File: config.mk
export PLATFORM = sky130hd
export DESIGN_NAME = sevenseg_scanner
export DESIGN_NICKNAME = d
export VERILOG_FILES = /design/src/rtl/sevenseg_scanner.sv
export SDC_FILE = /design/constraint.sdc
export NUM_CORES = 1
export LEC_CHECK = 0
export ABC_AREA = 1
export CAP_MARGIN = 20
export CORE_MARGIN = 3
export CORE_UTILIZATION = 30
export CTS_BUF_LIST = sky130_fd_sc_hd__clkbuf_16
export DETAILED_ROUTE_END_ITERATION = 12
export PLACE_DENSITY_LB_ADDON = 0.2
export RECOVER_POWER = 25
export SYNTH_ARGS = -nofsm -noshare
export SYNTH_HDL_FRONTEND = slang
export SYNTH_SLANG_ARGS = --single-unit
export TNS_END_PERCENT = 1
File: constraint.sdc
create_clock -name clk -period 10 [get_ports clk]
set_clock_uncertainty 0.15 [all_clocks]
set_input_delay 1 -clock clk [delete_from_list [all_inputs] [get_ports clk]]
set_output_delay 1 -clock clk [all_outputs]
set_load 0.005 [all_outputs]
File: src/rtl/sevenseg_scanner.sv
`default_nettype none
// ============================================================================
//  Module      : sevenseg_scanner
//  Description : Time-multiplexed eight-digit seven-segment driver. Digit codes
//                and decimal points are snapshotted once per frame, each slot
//                starts with an anode blanking window, and all outputs are
//                registered (one cycle behind the scan counter).
//                Optional brightness control is compiled in with the macro
//                SEVENSEG_DIM_EN (adds the 2-bit dim port).
//  Revision    : 1.0 - initial release
// ============================================================================
module sevenseg_scanner #(
    parameter int SLOT_CYCLES  = 100000,
    parameter int BLANK_CYCLES = 16
) (
    input  logic       clk,
    input  logic       rst,
    input  logic [6:0] d0,
    input  logic [6:0] d1,
    input  logic [6:0] d2,
    input  logic [6:0] d3,
    input  logic [6:0] d4,
    input  logic [6:0] d5,
    input  logic [6:0] d6,
    input  logic [6:0] d7,
    input  logic [7:0] dp_mask,
`ifdef SEVENSEG_DIM_EN
    input  logic [1:0] dim,
`endif
    output logic [6:0] segs_n,
    output logic       dp_n,
    output logic [7:0] an_n,
    output logic       frame_start
);

    localparam int                CNT_W      = $clog2(SLOT_CYCLES);
    localparam logic [CNT_W-1:0]  C_CNT_LAST = CNT_W'(SLOT_CYCLES - 1);
    localparam logic [31:0]       C_BLANK32  = 32'(BLANK_CYCLES);
`ifdef SEVENSEG_DIM_EN
    localparam logic [31:0]       C_SLOT32   = 32'(SLOT_CYCLES);
    localparam logic [31:0]       C_STEP32   = 32'((SLOT_CYCLES - BLANK_CYCLES) >> 2);
`endif

    // Scan position
    logic [CNT_W-1:0] cnt_q, cnt_d;
    logic [2:0]       digit_q, digit_d;

    // Frame snapshot of the inputs
    logic [7:0][6:0]  shadow_q, shadow_d;
    logic [7:0]       sdp_q, sdp_d;
`ifdef SEVENSEG_DIM_EN
    logic [1:0]       dim_q, dim_d;
    logic [31:0]      w_lim;
`endif

    // Registered outputs
    logic [6:0]       segs_q, segs_d;
    logic             dp_q, dp_d;
    logic [7:0]       an_q, an_d;
    logic             fs_q;

    logic             w_snap;
    logic [6:0]       w_code;
    logic             w_an_on;
    logic [31:0]      w_cnt32;

    // Segment pattern for one digit code, {g,f,e,d,c,b,a} active low
    function automatic logic [6:0] decode(input logic [6:0] c);
        logic [6:0] s;
        if (c[6]) begin
            s = 7'h7F;
        end else if (c[5:4] != 2'b00) begin
            s = 7'b0111111;
        end else begin
            case (c[3:0])
                4'h0:    s = 7'b1000000;
                4'h1:    s = 7'b1111001;
                4'h2:    s = 7'b0100100;
                4'h3:    s = 7'b0110000;
                4'h4:    s = 7'b0011001;
                4'h5:    s = 7'b0010010;
                4'h6:    s = 7'b0000010;
                4'h7:    s = 7'b1111000;
                4'h8:    s = 7'b0000000;
                4'h9:    s = 7'b0010000;
                4'hA:    s = 7'b0001000;
                4'hB:    s = 7'b0000011;
                4'hC:    s = 7'b1000110;
                4'hD:    s = 7'b0100001;
                4'hE:    s = 7'b0000110;
                default: s = 7'b0001110;
            endcase
        end
        return s;
    endfunction

    // Scan counter advance and snapshot capture
    always_comb begin
        w_snap  = (cnt_q == '0) && (digit_q == 3'd0);
        cnt_d   = cnt_q + CNT_W'(1);
        digit_d = digit_q;
        if (cnt_q == C_CNT_LAST) begin
            cnt_d   = '0;
            digit_d = digit_q + 3'd1;
        end
        shadow_d = shadow_q;
        sdp_d    = sdp_q;
`ifdef SEVENSEG_DIM_EN
        dim_d    = dim_q;
`endif
        if (w_snap) begin
            shadow_d = {d7, d6, d5, d4, d3, d2, d1, d0};
            sdp_d    = dp_mask;
`ifdef SEVENSEG_DIM_EN
            dim_d    = dim;
`endif
        end
    end

    // Output pattern for the current slot; the freshly captured snapshot is
    // used on the capture edge so slot 0 never shows the previous frame.
    always_comb begin
        w_code  = shadow_d[digit_q];
        w_cnt32 = 32'(cnt_q);
        w_an_on = (w_cnt32 >= C_BLANK32) && !w_code[6];
`ifdef SEVENSEG_DIM_EN
        if (dim_d == 2'd3) begin
            w_lim = C_SLOT32;
        end else begin
            w_lim = C_BLANK32 + C_STEP32 * (32'(dim_d) + 32'd1);
        end
        w_an_on = w_an_on && (w_cnt32 < w_lim);
`endif
        segs_d = decode(w_code);
        dp_d   = ~sdp_d[digit_q];
        an_d   = w_an_on ? ~(8'b1 << digit_q) : 8'hFF;
    end

    // State and output registers with immediate reset to the blank display
    always_ff @(posedge clk or posedge rst) begin
        if (rst) begin
            cnt_q    <= '0;
            digit_q  <= 3'd0;
            shadow_q <= {8{7'h7F}};
            sdp_q    <= 8'h00;
`ifdef SEVENSEG_DIM_EN
            dim_q    <= 2'd0;
`endif
            segs_q   <= 7'h7F;
            dp_q     <= 1'b1;
            an_q     <= 8'hFF;
            fs_q     <= 1'b0;
        end else begin
            cnt_q    <= cnt_d;
            digit_q  <= digit_d;
            shadow_q <= shadow_d;
            sdp_q    <= sdp_d;
`ifdef SEVENSEG_DIM_EN
            dim_q    <= dim_d;
`endif
            segs_q   <= segs_d;
            dp_q     <= dp_d;
            an_q     <= an_d;
            fs_q     <= w_snap;
        end
    end

    assign segs_n      = segs_q;
    assign dp_n        = dp_q;
    assign an_n        = an_q;
    assign frame_start = fs_q;

endmodule
`default_nettype wire

## Word-level counts from Yosys, hierarchy flattened

Memory sizes are Yosys's and may differ from the RTL's.
Cells that the tools add are included.

| storage, ports and cells | value |
|---|---|
| logic and storage cells | 40 |
| ROM bits | 112 |
| register bits after elaboration | 101 |
| output and inout bits | 17 |
| memories kept | 1 |

| cells by class | value |
|---|---|
| reduce and logical (&&, ||, !) cells | 6 |
| shifts and indexed selects | 1 |
| bitwise gates (word level) | 2 |
| add/sub/neg operators | 2 |
| muxes and demuxes | 10 |
| $lt $le $gt $ge | 2 |
| eq/ne operators | 1 |

Memory list:

| memory | depth | bits a word | read ports | clocked after memory_dff | write ports | RTL line | source |
|---|---|---|---|---|---|---|---|
| (name not given) | 16 | 7 | 1 | 0 | 0 | 75 | `case (c[3:0])` |

Operators with widths:

| operator | number |
|---|---|
| $mux W56 | 1 |
| $bmux W7 S3 | 1 |
| $mux W7 | 3 |
| $add A17 B1 Y17 const B | 1 |
| $eq A17 B17 Y1 const B | 1 |
| $ge A17 B5 Y1 const B | 1 |
| $logic_not A17 Y1 | 1 |
| $mux W17 | 1 |
| $mux W8 | 2 |
| $not A8 Y8 | 1 |
| $shl A1 B3 Y8 const A | 1 |
| $lt A3 B4 Y1 const B | 1 |
| $add A3 B1 Y3 const B | 1 |
| $bmux W1 S3 | 1 |
| $logic_not A3 Y1 | 1 |
| $logic_and A1 B1 Y1 | 2 |
| $reduce_bool A2 Y1 | 1 |
| $logic_not A1 Y1 | 1 |
| $mux W1 | 1 |
| $not A1 Y1 | 1 |

## Longest topological paths before layout

Gate-level depths: netlist (run 1).

| logic depth | value |
|---|---|
| depth in word-level cells | 8 |
| mapped depth | 24 |
| depth with buffers taken out | 21 |

## Worst setup path before layout (run 1)

No wires, ideal clock.

| path | value |
|---|---|
| path kind | flip-flop to flip-flop |
| start | register digit_q[1] |
| end | register segs_q[1] (netlist: segs_n[1]) |
| library setup time | 0.077 ns |
| stages on the path, launching flop included | 22 |
| setup slack | 6.844 ns |
| required time | 9.773 ns |
| data arrival time | 2.929 ns |
| clock period less this slack | 3.156 ns |
| cells stage by stage | dfrtp_1 -> clkbuf_1 -> inv_1 -> clkbuf_1 -> ha_1 -> inv_1 -> nor2_2 -> nand2_2 -> nor2_8 -> nand3_4 -> inv_2 -> buf_2 -> nand2_1 -> nand3_1 -> nand3_1 -> nand3_1 -> nand2_1 -> ha_1 -> nand3_1 -> nor2_1 -> nor2_1 -> nand2_1 |

| on the way | value |
|---|---|
| cells in the longest elaborated chain, start to end | 8 |
| elaborated cells between the ends (all ways) | 9 |
| those cells by class | 5 x mux; 3 x reduce/logical; 1 x memory |

Ends and longest elaborated chain:

| what | RTL line | source |
|---|---|---|
| from (decl) | 46 | `logic [2:0] digit_q, digit_d;` |
| from (signal assigned) | 155 | `digit_q <= digit_d;` |
| $logic_not A3 Y1 * | 99 | `w_snap = (cnt_q == '0) && (digit_q == 3'd0);` |
| $logic_and A1 B1 Y1 * | 99 |  |
| net w_snap | 62 | `logic w_snap;` |
| $mux W56 * | 111 | `if (w_snap) begin` |
| $bmux W7 S3 * | 123 | `w_code = shadow_d[digit_q];` |
| $mux W7 (implied by the code) * | 123 |  |
| $mem_v2 Z16 W7 / $reduce_bool A2 Y1 (equally long branches) | -- |  |
| $mux W7 | 72 | `end else if (c[5:4] != 2'b00) begin` |
| $mux W7 * | 70 | `if (c[6]) begin` |
| net segs_d[1] | 57 | `logic [6:0] segs_q, segs_d;` |
| to (signal assigned) | 161 | `segs_q <= segs_d;` |
| to (decl) | 57 |  |

Mark *: on every way through the listed nets, which the timed path passes. The rest lies on a longest branch. The select of a mux whose other input is x is not followed.
A chain may end at the register's enable or synchronous reset.

==> summary.md, run 1 <==
| Metric | Value |
|---|---|
| CTS Buf Count | `9` |
| Final #Nets | `818` |
| Flops & latches, synth | `101` |
| IO buf count | `82` |
| Ys async rst share | `100%` |
| Core footprint | `0.0175 mm²` |
| Post-cts resize count | `0` |
| DR vias | `4497` |
| Vias in the first global route | `4384` |
| Total track usage | `14.4%` |
| Area Growth Syn to Fin | `22.9%` |
| Number of setup violations in the final report | `0` |
| Critical Path RT | `9440 ps` |
| Avg Inst Size Synth | `8.12 µm²` |
| Drt drc | `0` |
| 1st-iter DRT viols | `336` |
| Leak | `3.19 nW` |
| Crit. End Element | `async pin` |
| RePlAce Congestion | `0.821` |
| Antenna diode count | `0` |
| Pre-CTS WS | `5300 ps` |
| Routed wire per std cell | `14.4 µm` |
| Crit-path cells | `dlygate4sd3_1, clkinvlp_2, clkbuf_1` |
| Synth area leaders | `dfstp_2 (35%), nand2_1 (15%), dfrtp_1 (13%), nand3_1 (8.5%), inv_1 (5.9%)` |
| Remaining global-route overflow | `0` |
| Slew headroom | `-153%` |
| Router iterations before antenna repair | `5` |
| Slowest stage delay, CP | `2740 ps` |
| Maxcap violations | `1` |
| Mapped Area | `0.00541 mm²` |
| Max-slew violations | `74` |
| Layout cells sized above 1 | `16.8%` |
| Post-Synthesis Cells | `666` |
| Top-count cell post-synth | `nand2_1` |
| Largest net degree at the start of global routing | `74` |
| Reg2Reg Depth | `20` |
| Min-Delay Path Depth | `2` |
| Synth cell types | `37` |
| Outcome | `complete, but fails checks` |
| Worst-margin pin slew | `3800 ps` |
| Postcts setup bufs | `0` |
| Die Area | `0.0197 mm²` |
| DR vias/cell | `4.65` |
| Longest Clk Path Bufs | `2` |
| CP max FO | `73` |
| Prevailing post-synth register cell | `dfstp_2` |
| Crit path setup slack, layout | `4330 ps` |
| Peak VDD IR | `0.0821 mV` |
| Final Hold Viols | `0` |
| Number of synthesized flops with an enable pin | `0` |
| DP HPWL | `9820 µm` |
| Die height | `140 µm` |
| WL final | `13900 µm` |
| Clock Tree Root | `clkbuf_16` |
| Post-synth top cells | `nand2_1 (217), nand3_1 (92), inv_1 (85)` |
| Htree depth | `3` |
| Area leader, netlist | `dfstp_2` |
| RR Startpoint | `digit_q[1]` |
| Count of warnings emitted by yosys | `0` |
| Hold Crit Class | `flip-flop to flip-flop` |
| Clk sinks | `101` |
| F_max | `0.176 GHz` |
| RSZ-0062 raised after global routing | `no` |
| # rows | `48` |
| Area share of the largest cell type after synthesis | `35.0%` |
| Post-route ant nets | `0` |
| CP Launch Point | `rst` |
| Failing checks | `max-capacitance violations, max-slew violations` |
| Sequential area share after synthesis | `48.4%` |
| Filler cells | `1803` |
| Fin Setup TNS | `0 ps` |
| First-pass GRT wire length | `22700 µm` |
| Critical path type | `input port to async pin` |
| Startpoint types | `input port` |
| Final min period | `5670 ps` |
| Critical Path AT | `5110 ps` |
| Slowest stage cell, crit path | `clkbuf_1` |
| Worst-Skew Late Latency | `350 ps` |
| Io pins | `83` |
| Hold_buf cts | `0` |
| Power density cells | `125 mW/mm²` |
| CTS tree | `built` |
| Initial core utilization | `30.9%` |
| Antenna violations before repair | `0` |
| Hold_sp | `shadow_q[44]` |
| Post-synthesis net count | `747` |
| Clock slew at reported path FFs | `60 ps` |
| Die Span X | `140 µm` |
| Fin crit share | `56.7%` |
-- cells by family (layout without fill, tap and decap cells) --
| kind of cell | after synthesis | count (layout) | share of synthesized area, % |
|---|---|---|---|
| AOI/OAI and AO/OA | 39 | 39 | 4.58 |
| xor gates and xnor gates | 4 | 4 | 0.648 |
| adders and majority gates | 15 | 15 | 3.47 |
| buffers and inverters | 120 | 196 | 9.35 |
| DFF | 101 | 101 | 48.4 |
| and+or+nand+nor | 387 | 387 | 33.5 |
-- where the power goes --
| part | internal (mW) | total [mW] | switching (mW) |
|---|---|---|---|
| Combinational | 0.0396 | 0.0806 | 0.0410 |
| Sequential | 0.433 | 0.437 | 0.00391 |
| Clock | 0.165 | 0.313 | 0.148 |
-- state kept, by name, summed over array words and instances (netlist names) --
| signal | count |
|---|---|
| cnt_q | 17 |
| an_n | 8 |
| shadow_q | 56 |
| frame_start | 1 |
| digit_q | 3 |
| segs_n | 7 |
| sdp_q | 8 |
| dp_n | 1 |
-- per-stage QoR --
step | total power [mW] | instances | area [µm²] | util [%] | hold WS (ps)
after global placement | 0.524 | 951 | 6390 | 36.5 | 316
final | 0.831 | 967 | 6640 | 38.0 | 327
after floorplan | 0.482 | 666 | 5410 | - | 295
after CTS | 0.846 | 967 | 6650 | 38.0 | 329
after global routing | 0.870 | 967 | 6640 | 38.0 | 345
after detailed placement | 0.526 | 951 | 6390 | 36.5 | 314
-- worst max-delay path: cells and delay by family --
kind	cells	cell delay [ps]
buffers and inverters	3	4060
-- path summary, 6_finish.rpt --
path,slack (ps),end
worst max-delay path,4330,sdp_q[7]
worst min-delay path,330,shadow_q[44]
worst max register to register,5280,segs_n[5]
worst min register to register,330,shadow_q[44]
max in group clk,5280,segs_n[5]
min in group asynchronous,1230,cnt_q[11]
-- cells in the final DEF, fill, tap and decap left out, types with 2 or more instances in the layout --
master / n
a21boi_2: 2
a21oi_1: 8
a21oi_2: 4
a31oi_1: 4
buf_4: 3
clkbuf_16: 9
clkdlybuf4s50_1: 80
clkinv_1: 4
dfrtp_1: 29
dfstp_2: 72
dlygate4sd3_1: 2
ha_1: 15
inv_1: 86
inv_2: 8
nand2_1: 217
nand2_2: 3
nand2_4: 2
nand3_1: 92
nand3_2: 5
nand3_4: 4
nand4_1: 27
nor2_1: 25
nor2_2: 3
nor2_4: 3
nor3_1: 2
o21ai_0: 8
o21ai_1: 9
xor2_1: 4
-- layer usage --
| metal | up-vias | part of all wire (%) | track usage (%) |
|---|---|---|---|
| met2 | 102 | 45 | 22.2 |
| met1 | 2129 | 50 | 20.6 |
| met4 | 0 | 1.8 | 5.05 |
| met3 | 16 | 3.6 | 2.32 |
| li1 | 2250 | - | - |
| met5 | - | 0 | 0 |
-- final cells by class --
type / instances / area (µm²) / area share (%)
Clock inverter: 7 / 35.0 / 0.527
Timing Repair Buffer: 86 / 847 / 12.8
Clock buffer: 9 / 225 / 3.39
Sequential cell: 101 / 2620 / 39.4
Inverter: 94 / 354 / 5.33
Multi-Input combinational cell: 445 / 2280 / 34.4
Tap cell: 225 / 282 / 4.24
(Power assumes the default switching activity.)
==> run 2: changes to the inputs <==
==> constraint.sdc (replaced) <==
create_clock -name clk -period 5.5 [get_ports clk]
set_clock_uncertainty 0.15 [all_clocks]
set_input_delay 0.55 -clock clk [delete_from_list [all_inputs] [get_ports clk]]
set_output_delay 0.55 -clock clk [all_outputs]
set_load 0.005 [all_outputs]
==> summary.md, run 2 (synthesis results as in run 1) <==
| Metric | Value |
|---|---|
| Outcome | `complete, but fails checks` |
| Failing checks | `max-capacitance violations, max-slew violations` |
| Slew headroom | `-87.3% (+66 points)` |
| Remaining global-route overflow | `0 (unchanged)` |
| Most common cell after layout, fill and taps aside | `nand2_1` |
| P_int | `1.22 mW (+91%)` |
| Most frequent cells in the layout | `nand2_1 (217), nand3_1 (92), inv_1 (86)` |
| Startpoint types | `flip-flop` |
| 1st-iter DRT viols | `284 (-15%)` |
| Fin Setup TNS | `0 ps (unchanged)` |
| RSZ-0062 raised after global routing | `no` |
| Hold Crit Class | `flip-flop to flip-flop` |
| Die height | `140 µm (unchanged)` |
| Switching power share of the total | `22.4% (-0.84 points)` |
| RePlAce Congestion | `0.797 (-3.0%)` |
| Routed wire per std cell | `14.5 µm (+0.68%)` |
| Largest reg by FF count | `shadow_q` |
| Critical path type | `flip-flop to flip-flop` |
| # rows | `48 (unchanged)` |
| Number of flip-flops in the largest register | `56 (unchanged)` |
| Final min period | `3780 ps` |
| CP max FO | `32 (-56%)` |
| Router iterations before antenna repair | `5 (unchanged)` |
| Drt drc | `0 (unchanged)` |
| Hold_buf cts | `0 (unchanged)` |
| Htree depth | `3 (unchanged)` |
| Max-slew violations | `64 (-14%)` |
| Leak | `3.21 nW (+0.80%)` |
| F_max | `0.265 GHz` |
| CTS Buf Count | `9 (unchanged)` |
| Switching power | `351 µW (+82%)` |
| Post-route ant nets | `0 (unchanged)` |
| Core footprint | `0.0175 mm² (unchanged)` |
| Biggest regs | `shadow_q: 56 flops, cnt_q: 17 flops` |
| Combinational power share | `9.3% (-0.4 points)` |
| Power density cells | `234 mW/mm² (+87%)` |
| Critical Path AT | `3910 ps (-1200 ps)` |
| Worst-Skew Late Latency | `350 ps (about the same)` |
| Postcts setup bufs | `0 (unchanged)` |
| Maxcap violations | `1 (unchanged)` |
| Die Area | `0.0197 mm² (unchanged)` |
| IO buf count | `82 (unchanged)` |
| Antenna violations before repair | `0 (unchanged)` |
| Worst-margin pin slew | `2790 ps (-1010 ps)` |
| Longest Clk Path Bufs | `2 (unchanged)` |
| Post-layout util | `38.3% (+0.29 points)` |
| Die Span X | `140 µm (unchanged)` |
| Clock slew at reported path FFs | `60 ps (about the same)` |
| Antenna diode count | `0 (unchanged)` |
| CTS tree | `built` |
| Io pins | `83 (unchanged)` |
| Largest net degree at the start of global routing | `64 (-14%)` |
| Number of setup violations in the final report | `0 (unchanged)` |
| DR vias/cell | `4.63 (-0.48%)` |
| WL final | `14000 µm (+0.78%)` |
| Peak VDD IR | `0.158 mV (+93%)` |
| Clock share of power | `40.0% (+2.3 points)` |
| Final #Nets | `819 (+0.12%)` |
| Clock Tree Root | `clkbuf_16` |
| Crit. End Element | `flip-flop` |
| Area Growth Syn to Fin | `23.8%` |
| DR vias | `4480 (-0.38%)` |
| Filler cells | `1755 (-2.7%)` |
| Total track usage | `14.6% (+0.22 points)` |
| Vias in the first global route | `4526 (+3.2%)` |
| Fin crit share | `68.7%` |
| Clk sinks | `101 (unchanged)` |
| Critical Path RT | `5640 ps (-3800 ps)` |
| DP HPWL | `9640 µm (-1.8%)` |
| Final Hold Viols | `0 (unchanged)` |
| Initial core utilization | `30.9% (unchanged)` |
| First-pass GRT wire length | `23100 µm (+1.4%)` |
| Post-cts resize count | `0 (unchanged)` |
| Layout cells sized above 1 | `17.4% (+0.52 points)` |
| Flop pwr share | `50.7% (-1.9 points)` |
==> run 2: path summary, 6_finish.rpt <==
path                            slack, ps      endpoint  cells after the start          from
worst max-delay path                 1720     segs_n[3]                     19    digit_q[1]
worst min-delay path                  330  shadow_q[37]                      2  shadow_q[37]
worst max register to register       1720     segs_n[3]                     19    digit_q[1]
worst min register to register        330  shadow_q[37]                      2  shadow_q[37]
max in group asynchronous            2390  shadow_q[55]                      3           rst
min in group asynchronous            1310      sdp_q[4]                      2           rst
==> run 2: final cells by class <==
cell class	instances	area, µm²	share of cell area, %
repair buffers	87	858	12.8
inverters	94	354	5.29
clock buffers	11	275	4.11
flip-flops and latches	101	2620	39.1
clock inverters	5	23.8	0.355
multi-input cells	445	2280	34.1
well taps	225	282	4.21
==> run 2: worst max-delay path, stage by stage, from the launching register on <==
cell and delay, ps:
dfrtp_1 650, inv_1 180, ha_1 180, inv_1 50, nor2_2 110, nand2_2 110
nor2_8 330, nand3_4 110, inv_2 470, nand2_1 170, nand3_1 110, nand3_1 70
nand3_1 110, nand2_1 190, inv_1 190, ha_1 180, nand3_1 100, nand2_1 90
nand2_1 50, nand3_1 100
==> run 2: power by group through the flow <==
stage	clock (mW)	sequential, mW	combinational [mW]
4_1_cts	0.652	0.795	0.148
5_1_grt	0.689	0.797	0.164
6_report	0.627	0.795	0.145
3_3_place_gp	0	0.806	0.146
3_5_place_dp	0	0.807	0.147
2_1_floorplan	0	0.806	0.0705
==> run 2: through the flow <==
step / hold slack (ps) / cell area, µm² / cells / power, mW / setup slack (ps)
5_1_grt: 344 / 6690 / 968 / 1.65 / 1310
3_3_place_gp: 311 / 6390 / 952 / 0.952 / 1860
4_1_cts: 328 / 6690 / 968 / 1.60 / 1670
6_report: 326 / 6690 / 968 / 1.57 / 1720
3_5_place_dp: 316 / 6390 / 952 / 0.954 / 1680
2_1_floorplan: 295 / 5410 / 666 / 0.876 / 2270
==> run 2: layer usage <==
layer / track usage [%] / share of wire (%) / vias to the layer above
li1: - / - / 2261
met1: 19.0 / 47 / 2112
met2: 24.6 / 48 / 96
met3: 3.99 / 4.6 / 11
met4: 2.80 / 0.99 / 0
met5: 0 / 0 / -
